[config.mk]
export PLATFORM = sky130hd
export DESIGN_NAME = referee_m
export DESIGN_NICKNAME = d
export VERILOG_FILES = /design/src/rtl/referee_m_pkg.sv /design/src/rtl/referee_m_win_line_rom.sv /design/src/rtl/referee_m.sv
export SDC_FILE = /design/constraint.sdc
export NUM_CORES = 1
export LEC_CHECK = 0
export ABC_AREA = 1
export BUFFER_PORTS_ARGS = -buffer_cell sky130_fd_sc_hd__buf_2
export CAP_MARGIN = 5
export CORE_MARGIN = 8
export CORE_UTILIZATION = 43
export DETAILED_ROUTE_END_ITERATION = 16
export PLACE_DENSITY = 0.59
export SLEW_MARGIN = 30
export SYNTH_ARGS = -nofsm -noshare
export SYNTH_HDL_FRONTEND = slang
export SYNTH_SLANG_ARGS = --single-unit
[constraint.sdc]
create_clock -name clk -period 6.3 [get_ports clk]
set_clock_uncertainty 0.05 [all_clocks]
set_input_delay 0.315 -clock clk [delete_from_list [all_inputs] [get_ports clk]]
set_output_delay 0.315 -clock clk [all_outputs]
set_load 0.02 [all_outputs]
[src/rtl/referee_m_pkg.sv]
// Shared types, constants and the position-judging helper for the referee.
// Cell, result and line encodings match the board-state interface.
package referee_m_pkg;

  localparam int NCELLS = 9;
  localparam int NLINES = 8;

  typedef logic [1:0]  cell_t;
  typedef logic [2:0]  result_t;
  typedef logic [3:0]  line_t;
  typedef logic [3:0]  count_t;
  typedef logic [17:0] board_flat_t;

  localparam cell_t CELL_EMPTY = 2'b00;
  localparam cell_t CELL_X     = 2'b01;
  localparam cell_t CELL_O     = 2'b10;
  localparam cell_t CELL_BAD   = 2'b11;

  localparam result_t RES_PLAY    = 3'b000;
  localparam result_t RES_XWIN    = 3'b001;
  localparam result_t RES_OWIN    = 3'b010;
  localparam result_t RES_DRAW    = 3'b011;
  localparam result_t RES_ILLEGAL = 3'b100;

  localparam line_t LINE_NONE = 4'hF;

  typedef enum logic [1:0] {
    ST_IDLE   = 2'd0,
    ST_SCAN   = 2'd1,
    ST_REPORT = 2'd2
  } state_e;

  typedef struct packed {
    result_t result;
    line_t   win_line;
    cell_t   turn;
  } verdict_t;

  // Illegal positions take priority over wins; a legal win beats a full-board draw.
  function automatic verdict_t judge(input count_t x, input count_t o,
                                     input logic corrupt, input logic xwin,
                                     input logic owin, input line_t line);
    verdict_t v;
    logic     illegal;
    illegal = corrupt || (o > x) || (x > o + 4'd1) || (xwin && owin) ||
              (xwin && (x != o + 4'd1)) || (owin && (x != o));
    v.result   = RES_PLAY;
    v.win_line = LINE_NONE;
    v.turn     = CELL_EMPTY;
    if (illegal) begin
      v.result = RES_ILLEGAL;
    end else if (xwin) begin
      v.result   = RES_XWIN;
      v.win_line = line;
    end else if (owin) begin
      v.result   = RES_OWIN;
      v.win_line = line;
    end else if (x + o == 4'd9) begin
      v.result = RES_DRAW;
    end else begin
      v.result = RES_PLAY;
      v.turn   = (x == o) ? CELL_X : CELL_O;
    end
    return v;
  endfunction

endpackage

[src/rtl/referee_m_win_line_rom.sv]
// Combinational table of the eight winning lines, each as three cell indices.
module win_line_rom
  import referee_m_pkg::*;
(
  input  logic [2:0] line,
  output logic [3:0] cell_a,
  output logic [3:0] cell_b,
  output logic [3:0] cell_c
);

  // Rows, then columns, then the two diagonals.
  always_comb begin
    cell_a = 4'd0;
    cell_b = 4'd0;
    cell_c = 4'd0;
    case (line)
      3'd0: begin cell_a = 4'd0; cell_b = 4'd1; cell_c = 4'd2; end
      3'd1: begin cell_a = 4'd3; cell_b = 4'd4; cell_c = 4'd5; end
      3'd2: begin cell_a = 4'd6; cell_b = 4'd7; cell_c = 4'd8; end
      3'd3: begin cell_a = 4'd0; cell_b = 4'd3; cell_c = 4'd6; end
      3'd4: begin cell_a = 4'd1; cell_b = 4'd4; cell_c = 4'd7; end
      3'd5: begin cell_a = 4'd2; cell_b = 4'd5; cell_c = 4'd8; end
      3'd6: begin cell_a = 4'd0; cell_b = 4'd4; cell_c = 4'd8; end
      3'd7: begin cell_a = 4'd2; cell_b = 4'd4; cell_c = 4'd6; end
      default: begin cell_a = 4'd0; cell_b = 4'd0; cell_c = 4'd0; end
    endcase
  end

endmodule

[src/rtl/referee_m.sv]
// Board referee: snapshots the board on refresh, scans one cell and one line
// per cycle, then reports a registered verdict with a one-cycle valid strobe.
module referee_m
  import referee_m_pkg::*;
(
  input  logic        clk,
  input  logic        reset,
  input  logic        refresh,
  input  logic [17:0] board_state,
  output logic        busy,
  output logic        result_valid,
  output logic [2:0]  result,
  output logic [3:0]  win_line,
  output logic [1:0]  turn,
  output logic [3:0]  x_count,
  output logic [3:0]  o_count
);

  state_e      state_r, state_nx_s;
  board_flat_t snap_r;
  logic [3:0]  idx_r;
  count_t      x_acc_r, o_acc_r, x_nx_s, o_nx_s;
  logic        corrupt_r, xwin_r, owin_r, pending_r;
  logic        corrupt_nx_s, xwin_nx_s, owin_nx_s;
  line_t       line_acc_r, line_nx_s;
  logic        start_s, line_x_s, line_o_s;
  cell_t       cell_s, va_s, vb_s, vc_s;
  logic [3:0]  la_s, lb_s, lc_s;
  verdict_t    verdict_s;

  logic        busy_r, result_valid_r;
  result_t     result_r;
  line_t       win_line_r;
  cell_t       turn_r;
  count_t      x_count_r, o_count_r;

  win_line_rom u_rom (
    .line   (idx_r[2:0]),
    .cell_a (la_s),
    .cell_b (lb_s),
    .cell_c (lc_s)
  );

  // Next-state logic; start_s marks every edge that latches a fresh snapshot.
  always_comb begin
    state_nx_s = state_r;
    start_s    = 1'b0;
    case (state_r)
      ST_IDLE: begin
        if (refresh) begin
          state_nx_s = ST_SCAN;
          start_s    = 1'b1;
        end else begin
          state_nx_s = ST_IDLE;
        end
      end
      ST_SCAN: begin
        if (idx_r == 4'd8) begin
          state_nx_s = ST_REPORT;
        end else begin
          state_nx_s = ST_SCAN;
        end
      end
      ST_REPORT: begin
        if (pending_r || refresh) begin
          state_nx_s = ST_SCAN;
          start_s    = 1'b1;
        end else begin
          state_nx_s = ST_IDLE;
        end
      end
      default: begin
        state_nx_s = ST_IDLE;
      end
    endcase
  end

  // Per-cycle scan step: count the current cell and test the line of the same index.
  always_comb begin
    cell_s       = snap_r[{idx_r, 1'b0} +: 2];
    va_s         = snap_r[{la_s, 1'b0} +: 2];
    vb_s         = snap_r[{lb_s, 1'b0} +: 2];
    vc_s         = snap_r[{lc_s, 1'b0} +: 2];
    x_nx_s       = x_acc_r + ((cell_s == CELL_X) ? 4'd1 : 4'd0);
    o_nx_s       = o_acc_r + ((cell_s == CELL_O) ? 4'd1 : 4'd0);
    corrupt_nx_s = corrupt_r | (cell_s == CELL_BAD);
    line_x_s     = (idx_r < 4'd8) && (va_s == CELL_X) && (vb_s == CELL_X) && (vc_s == CELL_X);
    line_o_s     = (idx_r < 4'd8) && (va_s == CELL_O) && (vb_s == CELL_O) && (vc_s == CELL_O);
    xwin_nx_s    = xwin_r | line_x_s;
    owin_nx_s    = owin_r | line_o_s;
    if ((line_acc_r == LINE_NONE) && (line_x_s || line_o_s)) begin
      line_nx_s = idx_r;
    end else begin
      line_nx_s = line_acc_r;
    end
    verdict_s = judge(x_nx_s, o_nx_s, corrupt_nx_s, xwin_nx_s, owin_nx_s, line_nx_s);
  end

  // State, snapshot, accumulators, pending flag and registered outputs.
  always_ff @(posedge clk) begin
    if (reset) begin
      state_r        <= ST_IDLE;
      snap_r         <= 18'd0;
      idx_r          <= 4'd0;
      x_acc_r        <= 4'd0;
      o_acc_r        <= 4'd0;
      corrupt_r      <= 1'b0;
      xwin_r         <= 1'b0;
      owin_r         <= 1'b0;
      line_acc_r     <= LINE_NONE;
      pending_r      <= 1'b0;
      busy_r         <= 1'b0;
      result_valid_r <= 1'b0;
      result_r       <= RES_PLAY;
      win_line_r     <= LINE_NONE;
      turn_r         <= CELL_X;
      x_count_r      <= 4'd0;
      o_count_r      <= 4'd0;
    end else begin
      state_r        <= state_nx_s;
      busy_r         <= (state_nx_s == ST_SCAN);
      result_valid_r <= (state_nx_s == ST_REPORT);
      if (start_s) begin
        snap_r     <= board_state;
        idx_r      <= 4'd0;
        x_acc_r    <= 4'd0;
        o_acc_r    <= 4'd0;
        corrupt_r  <= 1'b0;
        xwin_r     <= 1'b0;
        owin_r     <= 1'b0;
        line_acc_r <= LINE_NONE;
      end else if (state_r == ST_SCAN) begin
        idx_r      <= (idx_r == 4'd8) ? idx_r : idx_r + 4'd1;
        x_acc_r    <= x_nx_s;
        o_acc_r    <= o_nx_s;
        corrupt_r  <= corrupt_nx_s;
        xwin_r     <= xwin_nx_s;
        owin_r     <= owin_nx_s;
        line_acc_r <= line_nx_s;
      end
      // A refresh arriving while busy collapses into one deferred rescan.
      if (start_s) begin
        pending_r <= 1'b0;
      end else if ((state_r != ST_IDLE) && refresh) begin
        pending_r <= 1'b1;
      end
      if ((state_r == ST_SCAN) && (idx_r == 4'd8)) begin
        result_r   <= verdict_s.result;
        win_line_r <= verdict_s.win_line;
        turn_r     <= verdict_s.turn;
        x_count_r  <= x_nx_s;
        o_count_r  <= o_nx_s;
      end
    end
  end

  assign busy         = busy_r;
  assign result_valid = result_valid_r;
  assign result       = result_r;
  assign win_line     = win_line_r;
  assign turn         = turn_r;
  assign x_count      = x_count_r;
  assign o_count      = o_count_r;

endmodule

; Word-level counts from Yosys, hierarchy flattened
; Memory sizes are Yosys's and may differ from the RTL's. A register that Yosys moved wholly into a read port is not among the register bits.
; Cells that the tools add are included.
[word_totals]
rom_bits = 80
out_inout_bits = 19
memories = 1
wordCells = 98
inputBits = 21
ff_bits = 59
[mem_list]
columns = name, words, word_bits, rd, rd_clocked_by_memory_dff, write_ports, line
row1 = (name not given), 8, 10, 1, 1, 0, referee_m_win_line_rom.sv:16  ; case (line)
[classes]
muxes = 22
add_sub_neg = 5
shifts = 4
bitwise = 4
order_cmp = 3
reduce_logical = 23
n_eq_ne = 19
[op_table]
columns = operator, n
row1 = 18-bit by 6-bit variable part select with 2-bit output, 4
row2 = "2-bit == test, second input constant", 7
row3 = "2-bit by 1-bit == test with 1-bit output, second input constant", 6
row4 = "4-bit == test, second input constant", 3
row5 = 1-bit logical AND, 12
row6 = 2-bit 2-to-1 mux, 6
row7 = 3-bit 2-to-1 mux, 4
row8 = 4-bit by 1-bit adder with 4-bit output, 2
row9 = "4-bit by 1-bit adder with 4-bit output, second input constant", 2
row10 = 4-bit > comparator, 2
row11 = 4-bit 2-to-1 mux, 2
row12 = 4-bit inequality test, 2
row13 = 1-bit logical OR, 7
row14 = 7-bit 2-to-1 mux, 1
row15 = 1-bit 2-to-1 mux, 6
row16 = 6-bit 2-to-1 mux, 1
row17 = 2-bit one-hot mux with 3 select lines, 1
row18 = 4-bit adder, 1
row19 = 4-bit == test, 1
row20 = "4-bit less-than comparator, second input constant", 1
row21 = 1-bit bitwise OR, 3
row22 = 2-bit logical NOT, 1
row23 = 1-bit one-hot mux with 2 select lines, 1
row24 = 2-bit AND reduction, 1
row25 = 3 further kinds, 3

; Depth between registers and ports, before layout
; Gate-level depths: netlist (run 1).
[logic_depth]
ltp_word = 11
ltp_mapped = 28
ltp_nobuf = 26

; Hierarchy
; Synthesis (run 1) repeated with hierarchy kept, for this count alone.
[unflattened]
hier_cells = 535
area_unflattened_um2 = 3737.3
[modules_own_cells]
columns = mod, seq_area_each_um2, area_per_inst_um2, n_inst, cells_each
row1 = referee_m, 1181.1, 3542.1, 1, 505
row2 = win_line_rom, 0.0, 195.2, 1, 30

; Worst setup path before layout (run 1)
; No wires, ideal clock.
[synth_path]
path_kind = register to register
startpoint = register idx_r[0]
endpoint = register win_line_r[0], in the netlist win_line[0]
period_less_slack_ns = 3.492
required_time_ns = 6.135
slack_ns = 2.808
setup_ns = 0.115
n_path_buf = 2
path_stages_with_launch = 28
arrival_ns = 3.327
path_cell_list = dfxtp_1 > buf_4 > inv_2 > buf_4 > a21oi_1 > o21ai_0 > nand3_1 > nand3_1 > nand2_1 > a21oi_1 > ha_1 > ha_1 > or2_2 > nand2_1 > inv_1 > ha_1 > inv_1 > nand2_1 > nor3_1 > a21oi_1 > nor3_1 > nand2_1 > inv_2 > nand2_4 > nor2_8 > nand3_1 > nand2_1 > nand2_1
[synth_via]
elab_chain_cells = 11
word_cells_on_any_way = 39
cone_classes = 3 x add/sub / 3 x order compare / 6 x eq/ne / 1 x shift / 6 x mux / 3 x bitwise / 17 x reduce/logical
[synth_rtl]
columns = element, line
row1 = start: declaration, referee_m.sv:21  ; logic [3:0] idx_r;
row2 = start signal: assignment, referee_m.sv:133  ; idx_r <= (idx_r == 4'd8) ? idx_r : idx_r + 4'd1;
row3 = 18-bit by 6-bit variable part select with 2-bit output *, referee_m.sv:80  ; cell_s = snap_r[{idx_r, 1'b0} +: 2];
row4 = 2-bit == test *, referee_m.sv:85  ; o_nx_s = o_acc_r + ((cell_s == CELL_O) ? 4'd1 : 4'd0);
row5 = 1-bit 2-to-1 mux *, referee_m.sv:85
row6 = 4-bit by 1-bit adder with 4-bit output *, referee_m.sv:85
row7 = named net o_nx_s[2], referee_m.sv:22  ; count_t x_acc_r, o_acc_r, x_nx_s, o_nx_s;
row8 = 4-bit by 1-bit adder with 4-bit output or 4-bit > comparator (tied branches), "referee_m_pkg.sv:45, referee_m_pkg.sv:46"
row9 = 4-bit > comparator or 1-bit logical OR (tied branches), referee_m_pkg.sv:45  ; illegal = corrupt || (o > x) || (x > o + 4'd1) || (xwin && owin) ||
row10 = 1-bit logical OR (3 in a row), referee_m_pkg.sv:45
row11 = 1-bit logical OR *, referee_m_pkg.sv:46  ; (xwin && (x != o + 4'd1)) || (owin && (x != o));
row12 = 6-bit 2-to-1 mux *, referee_m_pkg.sv:50  ; if (illegal) begin
row13 = end signal: assignment, referee_m.sv:149  ; win_line_r <= verdict_s.win_line;
row14 = end: declaration, referee_m.sv:33  ; line_t win_line_r;
; Mark *: on every way through the listed nets, which the timed path passes. The rest lies on a longest branch.
; A chain may end at the register's enable or synchronous reset.

; Final worst setup path (run 1)
[layout_path]
startpoint = register idx_r[1]
endpoint = register win_line_r[3], in the netlist win_line[3]
; Same word-level chain as after synthesis.

==> flow_results.org, run 1 <==
** Outcome
- The flow ran to the end, and the final reports show no timing, DRC or antenna violations.

** Critical path
- STA puts the critical path data required time at 6490 ps.
- By instance count, the cell type seen most on the critical path is nand2_1.
- Crit-path max cell delay :: 420 ps
- Of all nets on the critical path, the largest fanout is 10.
- STA classifies the critical path endpoint as a flop.
- Startpoint-to-endpoint class of the critical path :: flop to flop
- Setup crit start kind :: flop
- Among all stages on the critical path, the largest delay is contributed by dfxtp_1.
- Data on the critical path arrives at its endpoint at 4160 ps.

** Placement
- Summed over all nets, the half-perimeter wirelength after detailed placement is 7.47 mm.
- Port Buffer Count :: 39
- Routability-driven placement finished with a final weighted congestion of 0.917.

** GRT
- Pin count of the biggest net entering global routing :: 38
- The number of global-route vias before repair was 3320.
- The number of antenna violations at the first check in global routing was 0.
- Overall overflow remaining after global route :: 0
- For this run, the total global-route usage over all layers was measured as 0.171.
- Global-route wire length before repair :: 16.0 mm

** Run
- Max-cap check violation count :: 0

** STA
- The count of endpoints failing hold in the final timing report was 0.
- Hold slack :: 182 ps
- The count of final max-slew check failures was 0.
- Setup repair after global routing left no endpoint under its margin.
- Setup tns final :: 0 ps
- Final critical delay including setup and external delays :: 3970 ps
- Slew at the pin closest to its max-slew limit :: 761 ps
- # setup viols final :: 0
- In the finished design, the share of the clock period the worst path needs comes to 0.631.
- Headroom to the max-slew limit came out at 0.490.
- Based on the critical path, the design can be clocked at up to 0.252 GHz.

** Layout
- Synth-to-layout area growth :: 13.3%
- Net total in the final layout :: 604
- The repair_antennas step left the layout with diodes totalling 0.
- Filler instances :: 895
- Share of post-route cells with drive strength above 1 :: 0.163
- Measured on the finished design, the core utilization comes to 0.491.

** CTS
- The clock reaches the later pin of the worst-skew pair after 350 ps.
- Once the clock tree was built, the resizer swapped 0 gates to a different size.
- The tree is rooted in a clkbuf_8.
- TritonCTS built the clock tree.
- Hold buffers post-CTS :: 0
- CTS built an H-tree with a depth of 3.
- Clock edge transition at the registers on the reported setup and hold paths :: 70 ps
- Setup repair bufs after CTS :: 0
- Maximum number of buffers from clock root to sink :: 2
- Clk sink count :: 68
- Buffers inserted during clock tree synthesis total 9.

** Yosys
- The area fraction in compound gates after synthesis was 0.157.
- Primary FF master, synth :: dfxtp_1
- Sequential area share after synthesis :: 0.368
- Of the total synthesized cell area, the portion taken by full adders, half adders and majority gates is 0.0798.
- In the synthesized netlist the async set-or-reset flop fraction comes to 0.
- Number of flops mapped to enable cells by yosys :: 0
- Average cell area after synthesis :: 7.05 um2
- Post-Synthesis Cells :: 525
- The cell area that synthesis handed to floorplanning was 3700 um2.
- Dominant combinational cell family by area after synthesis :: simple AND/OR/NAND/NOR gates
- #FFs+latches synth :: 68
- Counting every net in the synthesized netlist gives 569.
- Xor and xnor area share after synthesis :: 0.0142
- Of the total synthesized cell area, the portion taken by AND, OR, NAND and NOR gates is 0.290.
- Number of distinct library cells after synthesis :: 36
- Measured against the total synthesized area, the mux share comes to 0.
- During synthesis, Yosys emitted a total of 0 warnings.

** Pwr
- Power comes to 1.12 mW.
- IR analysis of the VDD net gives a maximum drop of 0.000148 V.
- Cell Pwr Density :: 268 nW/um2
- For this design the static power due to leakage is 1.96 nW.

** Floorplan
- Die Wd :: 109 um
- Number of I/O pins :: 40
- The initial utilization of the core area, before any placement, comes to 0.433.
- After floorplanning, the core was divided into 34 placement rows.
- Total Die Area :: 11800 um2
- From bottom edge to top edge, the die measures 109 um.
- The floorplan step defined a core boundary enclosing 8550 um2.

** Route
- Number of search-and-repair iterations in the first detailed-routing pass :: 4
- In the final routed layout, each cell accounts on average for 14.4 um.
- Vias per std cell :: 5.13
- After detailed routing, the number of remaining DRC violations is 0.
- Post-route antenna net violation count :: 0
- The detailed router finished its first iteration with 111 violations.
- The detailed router placed 3455 vias in this run.
- Wires add up to 9.69 mm.

** Worst hold path
- The tightest min-delay check is of the input port to flop type.
==> final timing paths <==
| kind | startpoint | to | slack, ps | depth (start not counted) |
|---|---|---|---|---|
| min | board_state[16] | snap_r[16]$_SDFFE_PP0P_ | 180 | 3 |
| min reg2reg | pending_r$_SDFFE_PP0P_ | pending_r$_SDFFE_PP0P_ | 400 | 2 |
| max reg2reg | idx_r[1]$_SDFFE_PP0P_ | win_line[3]$_SDFFE_PP1P_ | 2330 | 26 |
| max | idx_r[1]$_SDFFE_PP0P_ | win_line[3]$_SDFFE_PP1P_ | 2330 | 26 |
==> power breakdown <==
group | internal [mW] | switching [mW] | total (mW) | leakage, nW
Sequential | 0.449 | 0.0222 | 0.471 | 0.555
Clock | 0.264 | 0.169 | 0.433 | 0.120
Combinational | 0.0767 | 0.143 | 0.220 | 1.28
==> final cells by class <==
type / instances / area [um2] / area share
multi-input cells: 374 / 2000 / 0.478
clock inverters: 6 / 113 / 0.0268
well taps: 108 / 135 / 0.0322
clock buffers: 10 / 128 / 0.0304
inverters: 67 / 251 / 0.0599
flip-flops and latches: 68 / 1360 / 0.324
repair buffers: 40 / 203 / 0.0483
==> Yosys cell counts, types with 2 or more instances <==
| cell | instances | area [um2] |
|---|---|---|
| nand2_4 | 2 | 22.5 |
| buf_1 | 2 | 7.51 |
| nor2_2 | 3 | 18.8 |
| o21ai_0 | 39 | 195 |
| nand3_1 | 54 | 270 |
| ha_1 | 22 | 275 |
| o21bai_1 | 2 | 15.0 |
| nand4_1 | 6 | 37.5 |
| a21oi_2 | 2 | 17.5 |
| nand2_2 | 14 | 87.6 |
| o21ai_1 | 2 | 10.0 |
| a21oi_1 | 58 | 290 |
| buf_2 | 2 | 10.0 |
| nand3b_1 | 2 | 15.0 |
| inv_2 | 10 | 37.5 |
| xor2_1 | 4 | 35.0 |
| xnor2_1 | 2 | 17.5 |
| nand2_1 | 114 | 428 |
| clkbuf_1 | 8 | 30.0 |
| or2_2 | 3 | 18.8 |
| nor3_1 | 5 | 25.0 |
| dfxtp_1 | 68 | 1360 |
| nor2_1 | 29 | 109 |
| buf_4 | 2 | 15.0 |
| inv_1 | 56 | 210 |
| a211oi_1 | 3 | 22.5 |
| buf_6 | 2 | 22.5 |
==> flip-flops by register name (all words and copies together), names as in the netlist, 2 cells and up <==
name	cells
x_acc_r	4
line_acc_r	4
u_rom.cell_c	4
snap_r	18
result	3
turn	2
x_count	4
u_rom.cell_b	3
o_acc_r	4
win_line	4
u_rom.cell_a	2
state_r	2
idx_r	4
o_count	4
==> cells by family after synthesis <==
family	after synthesis
buffers and inverters	83
AND/OR/NAND/NOR	235
XOR/XNOR	6
adder cells (fa/ha/maj)	23
flip-flops	68
AO/OA/AOI/OAI	110
==> routing by layer <==
metal / vias up / global-route usage / share of wire
met5: - / 0 / 0
met4: 0 / 0.0792 / 0.032
met3: 25 / 0.0414 / 0.043
met2: 77 / 0.294 / 0.49
met1: 1571 / 0.196 / 0.43
li1: 1782 / - / -
==> per-stage QoR <==
step | cell area (um2) | setup slack, ps | instances
6_report | 4200 | 2330 | 673
5_1_grt | 4200 | 1820 | 673
4_1_cts | 4200 | 2360 | 673
3_5_place_dp | 3960 | 2380 | 657
3_3_place_gp | 3960 | 2500 | 657
2_1_floorplan | 3700 | 2810 | 525
==> worst max-delay path, delay by kind of cell, from the launching register on <==
kind / cells / cell delay (ps)
and+or+nand+nor: 15 / 1720
adders and majority gates: 3 / 700
buffers and inverters: 3 / 480
AOI/OAI and AO/OA: 4 / 440
DFF: 1 / 420
xor gates and xnor gates: 1 / 70
==> layout by cell type, fill, tap and decap left out, types with 2 or more instances in the layout <==
cell type / n
xnor2_1: 2
inv_2: 10
or2_2: 3
o21bai_1: 2
nor2_2: 3
a21oi_1: 58
nand2_2: 14
dfxtp_1: 68
inv_1: 56
nand2_4: 2
xor2_1: 4
nand2_1: 114
nor3_1: 5
nand3_1: 54
clkbuf_8: 9
buf_2: 39
o21ai_1: 2
a211oi_1: 3
nand3b_1: 2
o21ai_0: 39
clkinv_4: 2
bufinv_16: 3
nor2_1: 29
a21oi_2: 2
nand4_1: 6
ha_1: 22
No activity file was read; power rests on OpenSTA's default activity.
==> run 2, diff against run 1 <==
Settings changed: PLACE_DENSITY 0.59 to 0.62.
Clock period 6.3 ns to 3.2 ns, I/O delays scaled along.
==> run 2 against run 1 <==
The run now ends with negative setup slack left. Maximum frequency up 19%. Clock power rose by 72%. Final cell count grew 9.1%. Critical path type unchanged.
==> flow_results.org, run 2 (same netlist as run 1, synthesis figures left out) <==
** CTS
- For the worst-skew pair, the clock arrives at the later sink with an insertion delay of 350 ps.
- The root buffer cell chosen for the clock tree is clkbuf_8.
- Maximum number of buffers from clock root to sink :: 2
- Number of buffers created by CTS :: 9
- Hold buffers post-CTS :: 0
- TritonCTS built the clock tree.
- H-tree level count :: 3
- Clk sink count :: 68
- Clock edge transition at the registers on the reported setup and hold paths :: 80 ps

** Route
- Count of routing violations after the opening detailed-route iteration :: 132
- After detailed routing, the number of remaining DRC violations is 0.
- In the routed layout, each cell is associated on average with a via count of 5.08.
- After detailed routing, the average wire length per cell comes to 14.3 um.
- Number of search-and-repair iterations in the first detailed-routing pass :: 5
- Post-route antenna net violation count :: 0
- For this block, the via count after detailed routing is 3732.
- The final layout contains routed wiring with a total length of 10.5 mm.

** Placement
- The congestion estimate from routability-driven global placement came to 0.922.
- Port Buffer Count :: 39
- Detailed placement ended at an HPWL of 7.95 mm.
- Placed cells :: 703

** STA
- For the pin with the worst max-slew slack, the measured transition is 815 ps.
- Final WS setup :: -139 ps
- Upper clock frequency limit :: 0.300 GHz
- Final Hold Viols :: 0
- Setup repair after global routing could not meet its margin everywhere.
- Setup violations remaining at the end of the flow were counted as 8.
- Post-route fraction of the period consumed by the critical path :: 1.04
- Max-Slew Margin vs Limit :: 0.456
- The smallest clock period supported by the final layout is computed as 3340 ps.
- The count of final max-slew check failures was 0.

** Outcome
- The final reports fail on negative setup slack.
- The flow ran to the end, but the final reports show violations.

** Floorplan
- The die covers 11800 um2.
- The floorplan has 34 rows.
- Starting Density :: 0.433
- Placeable core area :: 8550 um2
- The die is 109 um wide.
- Measured along the y axis, the die boundary spans 109 um.
- Pin placement for this block handled 40 I/O pins.

** Layout
- The repair_antennas step left the layout with diodes totalling 0.
- The register with the most flip-flops in the layout has 18 of them.
- Commonest cells after routing, fill and taps aside :: nand2_1 (111), dfxtp_1 (66), buf_4 (58), inv_1 (53), a21oi_1 (50)
- The register with the most flip-flops in the final layout is snap_r.
- Share of post-route cells with drive strength above 1 :: 0.302
- Synth-to-layout area growth :: 30.0%
- The finished layout holds 734 standard cells, fillers aside.
- Net total in the final layout :: 665
- Once layout is complete, the utilization of the core stands at 0.563.
- Leaving out fill and tap cells, the most frequent cell in the layout is nand2_1.

** Critical path
- Startpoint-to-endpoint class of the critical path :: flop to flop
- In this run the worst path has a maximum fanout of 6.
- STA classifies the critical path endpoint as a flop.
- Setup crit start kind :: flop
- For flop-to-flop paths, the worst setup slack is -140 ps.
- Worst EP required :: 3400 ps
- At the worst endpoint, the arrival time is 3540 ps.

** Worst hold path
- Class of the tightest hold or removal check :: input port to flop

** GRT
- Entering global routing, the biggest net connects 37 pins.
- The number of antenna violations at the first check in global routing is 0.
- Number of global-route vias before repair :: 3673
- Overall overflow remaining after global route :: 0
- For this run, the total global-route usage over all layers was measured as 0.186.
- Global-route wire length before repair :: 17.3 mm

** Run
- Max-cap violations in this run came to 0.

** Pwr
- In this run the static leakage power is 2.24 nW.
- VDD sags by at most 0.000230 V.
- Cell Pwr Density :: 465 nW/um2
## run 2: cell types whose count changed in the layout (fill, tap and decap cells not counted), sizes merged
cell    change
buf        +60
bufinv      -2
clkbuf      -1
clkinv      +1
inv         +3
## run 2: area by class of cell
class / instances / area [um2]
well taps: 108 / 135
clock buffers: 9 / 124
repair inverters: 1 / 3.75
repair buffers: 100 / 664
fillers: 824 / 3740
multi-input cells: 374 / 2170
inverters: 67 / 260
clock inverters: 7 / 85.1
flip-flops and latches: 68 / 1370
## run 2: critical path: stages, from the launching register on
cell      delay [ps]
dfxtp_4          390
inv_2             90
buf_4            150
nand4_1          210
nand2_2          160
a21oi_2           50
ha_2             210
ha_4             160
or2_4            230
nand2_4           90
inv_4             40
nand3_2           50
xnor2_1          110
ha_1             260
nand2_1           90
o21bai_1         110
a21oi_1           80
nor3_1           130
nand2_1          110
inv_2             80
nand2_4           60
nor2_8           140
nand3_2           70
nand2_1           60
nand2_1           40
## run 2: what timing repair did
item,in CTS,in global routing
pin swaps,16,8
resized for setup,31,7
gates cloned,1,0
buffers inserted,10,4
setup endpoints to repair,9,9
## run 2: worst paths after layout
check                               from                        to  cells past startpoint
setup / recovery   idx_r[0]$_SDFFE_PP0P_  win_line[3]$_SDFFE_PP1P_                     24
hold / removal           board_state[17]   snap_r[17]$_SDFFE_PP0P_                      3
setup reg to reg   idx_r[0]$_SDFFE_PP0P_  win_line[3]$_SDFFE_PP1P_                     24
hold reg to reg   pending_r$_SDFFE_PP0P_    pending_r$_SDFFE_PP0P_                      2
## run 2: through the flow
| step | setup slack (ps) | instance area, um2 | TNS (ps) | total power [mW] | hold slack [ps] |
|---|---|---|---|---|---|
| final | -139 | 4810 | -964 | 2.24 | 17.8 |
| after detailed placement | -183 | 4370 | -1240 | 1.45 | 386 |
| after floorplan | -15.5 | 3780 | -59.9 | 1.28 | 217 |
| after CTS | -85.6 | 4740 | -527 | 2.24 | 17.3 |
| after global placement | -152 | 4370 | -984 | 1.45 | 386 |
| after global routing | -405 | 4810 | -3110 | 2.37 | 46.5 |
## run 2: where the power goes
group	switching, mW	total, mW	internal [mW]
Combinational	0.336	0.578	0.242
Sequential	0.0339	0.917	0.883
Clock	0.371	0.744	0.373
Total	0.740	2.24	1.50
## run 2: layer usage
layer	track usage	routed length (um)	vias to the layer above
li1	-	-	1915
met1	0.197	4270	1722
met2	0.338	5450	66
met3	0.0408	414	29
met4	0.0958	382	0
met5	0	0	-
==> run 3, diff against run 2 <==
Settings changed: HOLD_SLACK_MARGIN set to 0.05.
==> run 3 against run 2 <==
First-iteration DRC count grew 21%. Die area is the same. Critical path depth is the same. The flow still finishes with violations (negative setup slack). Non-clock buffer count grew 12. Combinational power grew 2%. Sequential share of layout area shrank 0.69 points. Flip-flop and latch count is the same. Maximum frequency grew 0.31%. Register-to-register slack is essentially flat. Hold slack gained 41 ps. Total power grew 0.68%. Via count grew 1.2%.
==> flow_results.org, run 3 (same netlist as run 1, synthesis figures left out) <==
** Outcome
- The flow ran to the end, but the final reports show violations.
- Violated checks :: negative setup slack

** Critical path
- Crit path buffers/inverters :: 4
- Worst reg2reg setup slack :: -130 ps
- The worst setup path is of the flop to flop kind.
- Among the stages of the critical path, the cell type that occurs most often is nand2_1.
- Worst setup EP type :: flop
- Number of cell instances on the worst register-to-register path :: 24
- Setup crit start kind :: flop
- Worst endpoint data arrival time :: 3530 ps
- Critical-path cell list :: inv_2 -> buf_4 -> nand4_1 -> nand2_2 -> a21oi_2 -> ha_2 -> ha_4 -> or2_4 -> nand2_4 -> inv_4 -> nand3_2 -> xnor2_1 -> ha_1 -> nand2_1 -> o21bai_1 -> a21oi_1 -> nor3_1 -> nand2_1 -> inv_2 -> nand2_4 -> nor2_8 -> nand3_2 -> nand2_1 -> nand2_1
- Biggest fanout along the worst timing path :: 6
- Worst EP required :: 3400 ps
- The worst register-to-register path ends at win_line[3]$_SDFFE_PP1P_.
- Crit-path max cell delay :: 390 ps
- The startpoint identified for the worst register-to-register timing path is idx_r[0]$_SDFFE_PP0P_.
- Delay-heaviest family, CP :: simple AND/OR/NAND/NOR gates
- Cell with the largest stage delay on the worst path :: dfxtp_4

** GRT
- Pin count of the biggest net entering global routing :: 37
- Across every metal layer, demand over resource in global routing totals 0.187.
- The number of antenna violations at the first check in global routing was 0.
- Overall overflow remaining after global route :: 0
- Global-route wire length before repair :: 17.4 mm
- Number of global-route vias before repair :: 3719

** Placement
- Routability-driven placement congestion ratio :: 0.922
- Port Buffer Count :: 39
- Placed Area :: 4370 um2
- Once detailed placement completed, the half-perimeter wirelength came to 7.95 mm.

** Worst hold path
- Class of the tightest hold or removal check :: input port to flop
- Hold path endpoint :: snap_r[14]$_SDFFE_PP0P_
- The startpoint identified for the worst hold timing path is board_state[14].
- Worst hold stages :: 3

** Pwr
- Worst IR drop on VDD :: 0.000223 V
- Summing internal, switching and leakage power gives 2.25 mW.
- Cell Pwr Density :: 457 nW/um2
- Summed over all cells, the static leakage comes to 2.29 nW.

** Floorplan
- Starting Density :: 0.433
- The floorplan has 34 rows.
- Total Die Area :: 11800 um2
- The die is 109 um tall.
- From left edge to right edge, the die measures 109 um.
- Placeable core area :: 8550 um2
- 40 I/O pins were placed.

** STA
- Final critical delay including setup and external delays :: 3330 ps
- Final Hold Viols :: 0
- # setup viols final :: 8
- At the pin with the least slew margin, the transition time is 817 ps.
- Max-Slew Margin vs Limit :: 0.455
- Pins Over Slew Limit :: 0
- Setup repair after global routing could not meet its margin everywhere.
- Final WS setup :: -128 ps
- Post-route fraction of the period consumed by the critical path :: 1.04
- Upper clock frequency limit :: 0.300 GHz

** Layout
- Ranked by flip-flop count, first place goes to snap_r.
- Filler instances :: 817
- Compared with the post-synthesis result, the final layout area differs by 33.3%.
- Most common cell after layout, fill and taps aside :: nand2_1
- Share of post-route cells with drive strength above 1 :: 0.296
- Commonest cells after routing, fill and taps aside :: nand2_1 (111), dfxtp_1 (66), buf_4 (58), inv_1 (53), a21oi_1 (50)
- Number of flip-flops in the largest register :: 18
- Post-route cell area :: 4930 um2
- Net total in the final layout :: 677
- Number of antenna repair diodes :: 0

** CTS
- The tree is rooted in a clkbuf_8.
- CTS tree :: done
- Clk sink count :: 68
- Worst-Skew Late Latency :: 350 ps
- Clock-pin slew was measured on the worst setup and hold paths at 80 ps.
- The H-tree was split into 3 levels.
- Counting along the longest clock path gives a buffer depth of 2.
- Counting the buffers created by CTS gives 9.

** Route
- Vias post-DR :: 3776
- Post-DR wirelength/cell :: 14.3 um
- Overall routed net length :: 10.7 mm
- The pre-antenna-repair detailed-routing pass consisted of 4 iterations.
- In this run the remaining antenna-violating nets after routing total 0.
- The first routing iteration left 160 violations.
- After detailed routing, the number of remaining DRC violations is 0.
- Vias per std cell :: 5.06

** Run
- Across the run, the number of max-cap violations was 0.
-- run 3: worst min-delay path, cell delays in order --
cell	delay (ps)
buf_2	70
o21ai_0	70
a21oi_1	110
-- run 3: power breakdown --
part | switching, mW | leakage, nW | internal (mW)
Combinational | 0.339 | 1.63 | 0.251
Clock | 0.373 | 0.106 | 0.373
Sequential | 0.0337 | 0.556 | 0.883
Total | 0.746 | 2.29 | 1.51
-- run 3: cell type report --
| class | count | area, um2 | share of cell area |
|---|---|---|---|
| timing repair inverter | 1 | 3.75 | 0.000761 |
| clock buffer | 9 | 124 | 0.0251 |
| timing repair buffer | 112 | 785 | 0.159 |
| multi-input combinational | 374 | 2170 | 0.441 |
| inverter | 67 | 260 | 0.0528 |
| clock inverter | 7 | 85.1 | 0.0172 |
| sequential | 68 | 1370 | 0.277 |
| tap | 108 | 135 | 0.0274 |
-- run 3: worst max-delay path by stage --
stage,from,end,slack [ps],cells past startpoint
after floorplan,idx_r[0]$_SDFFE_PP0P_,win_line[3]$_SDFFE_PP1P_,-20,28
after global placement,idx_r[0]$_SDFFE_PP0P_,win_line[3]$_SDFFE_PP1P_,-150,23
after detailed placement,idx_r[0]$_SDFFE_PP0P_,win_line[3]$_SDFFE_PP1P_,-180,26
after CTS,idx_r[0]$_SDFFE_PP0P_,win_line[1]$_SDFFE_PP1P_,-90,25
after global routing,idx_r[0]$_SDFFE_PP0P_,win_line[2]$_SDFFE_PP1P_,-400,24
final,idx_r[0]$_SDFFE_PP0P_,win_line[3]$_SDFFE_PP1P_,-130,24
-- run 3: timing repair --
action	in CTS	in global routing
setup buffers	10	4
gates cloned	1	0
pin swaps	16	8
resized for setup	31	7
endpoints found under the hold margin	12	0
setup endpoints to repair	9	9
hold buffers	12	0
-- run 3: stage by stage --
step / hold WS [ps] / worst slack (ps) / TNS, ps / utilization / std cells
global route: 71.7 / -404 / -3090 / 0.577 / 746
CTS: 50.0 / -85.6 / -527 / 0.569 / 742
finish: 58.7 / -128 / -895 / 0.577 / 746
detailed placement: 386 / -183 / -1240 / 0.511 / 703
floorplan: 217 / -15.5 / -59.9 / - / 525
global placement: 386 / -152 / -984 / 0.511 / 703
-- run 3: routing by layer --
| metal | routed length (um) | vias to the layer above | part of all wire | track usage |
|---|---|---|---|---|
| met5 | 0 | - | 0 | 0 |
| met4 | 379 | 0 | 0.035 | 0.0958 |
| met3 | 364 | 26 | 0.034 | 0.0408 |
| met2 | 5550 | 66 | 0.52 | 0.341 |
| met1 | 4390 | 1748 | 0.41 | 0.199 |
| li1 | - | 1936 | - | - |
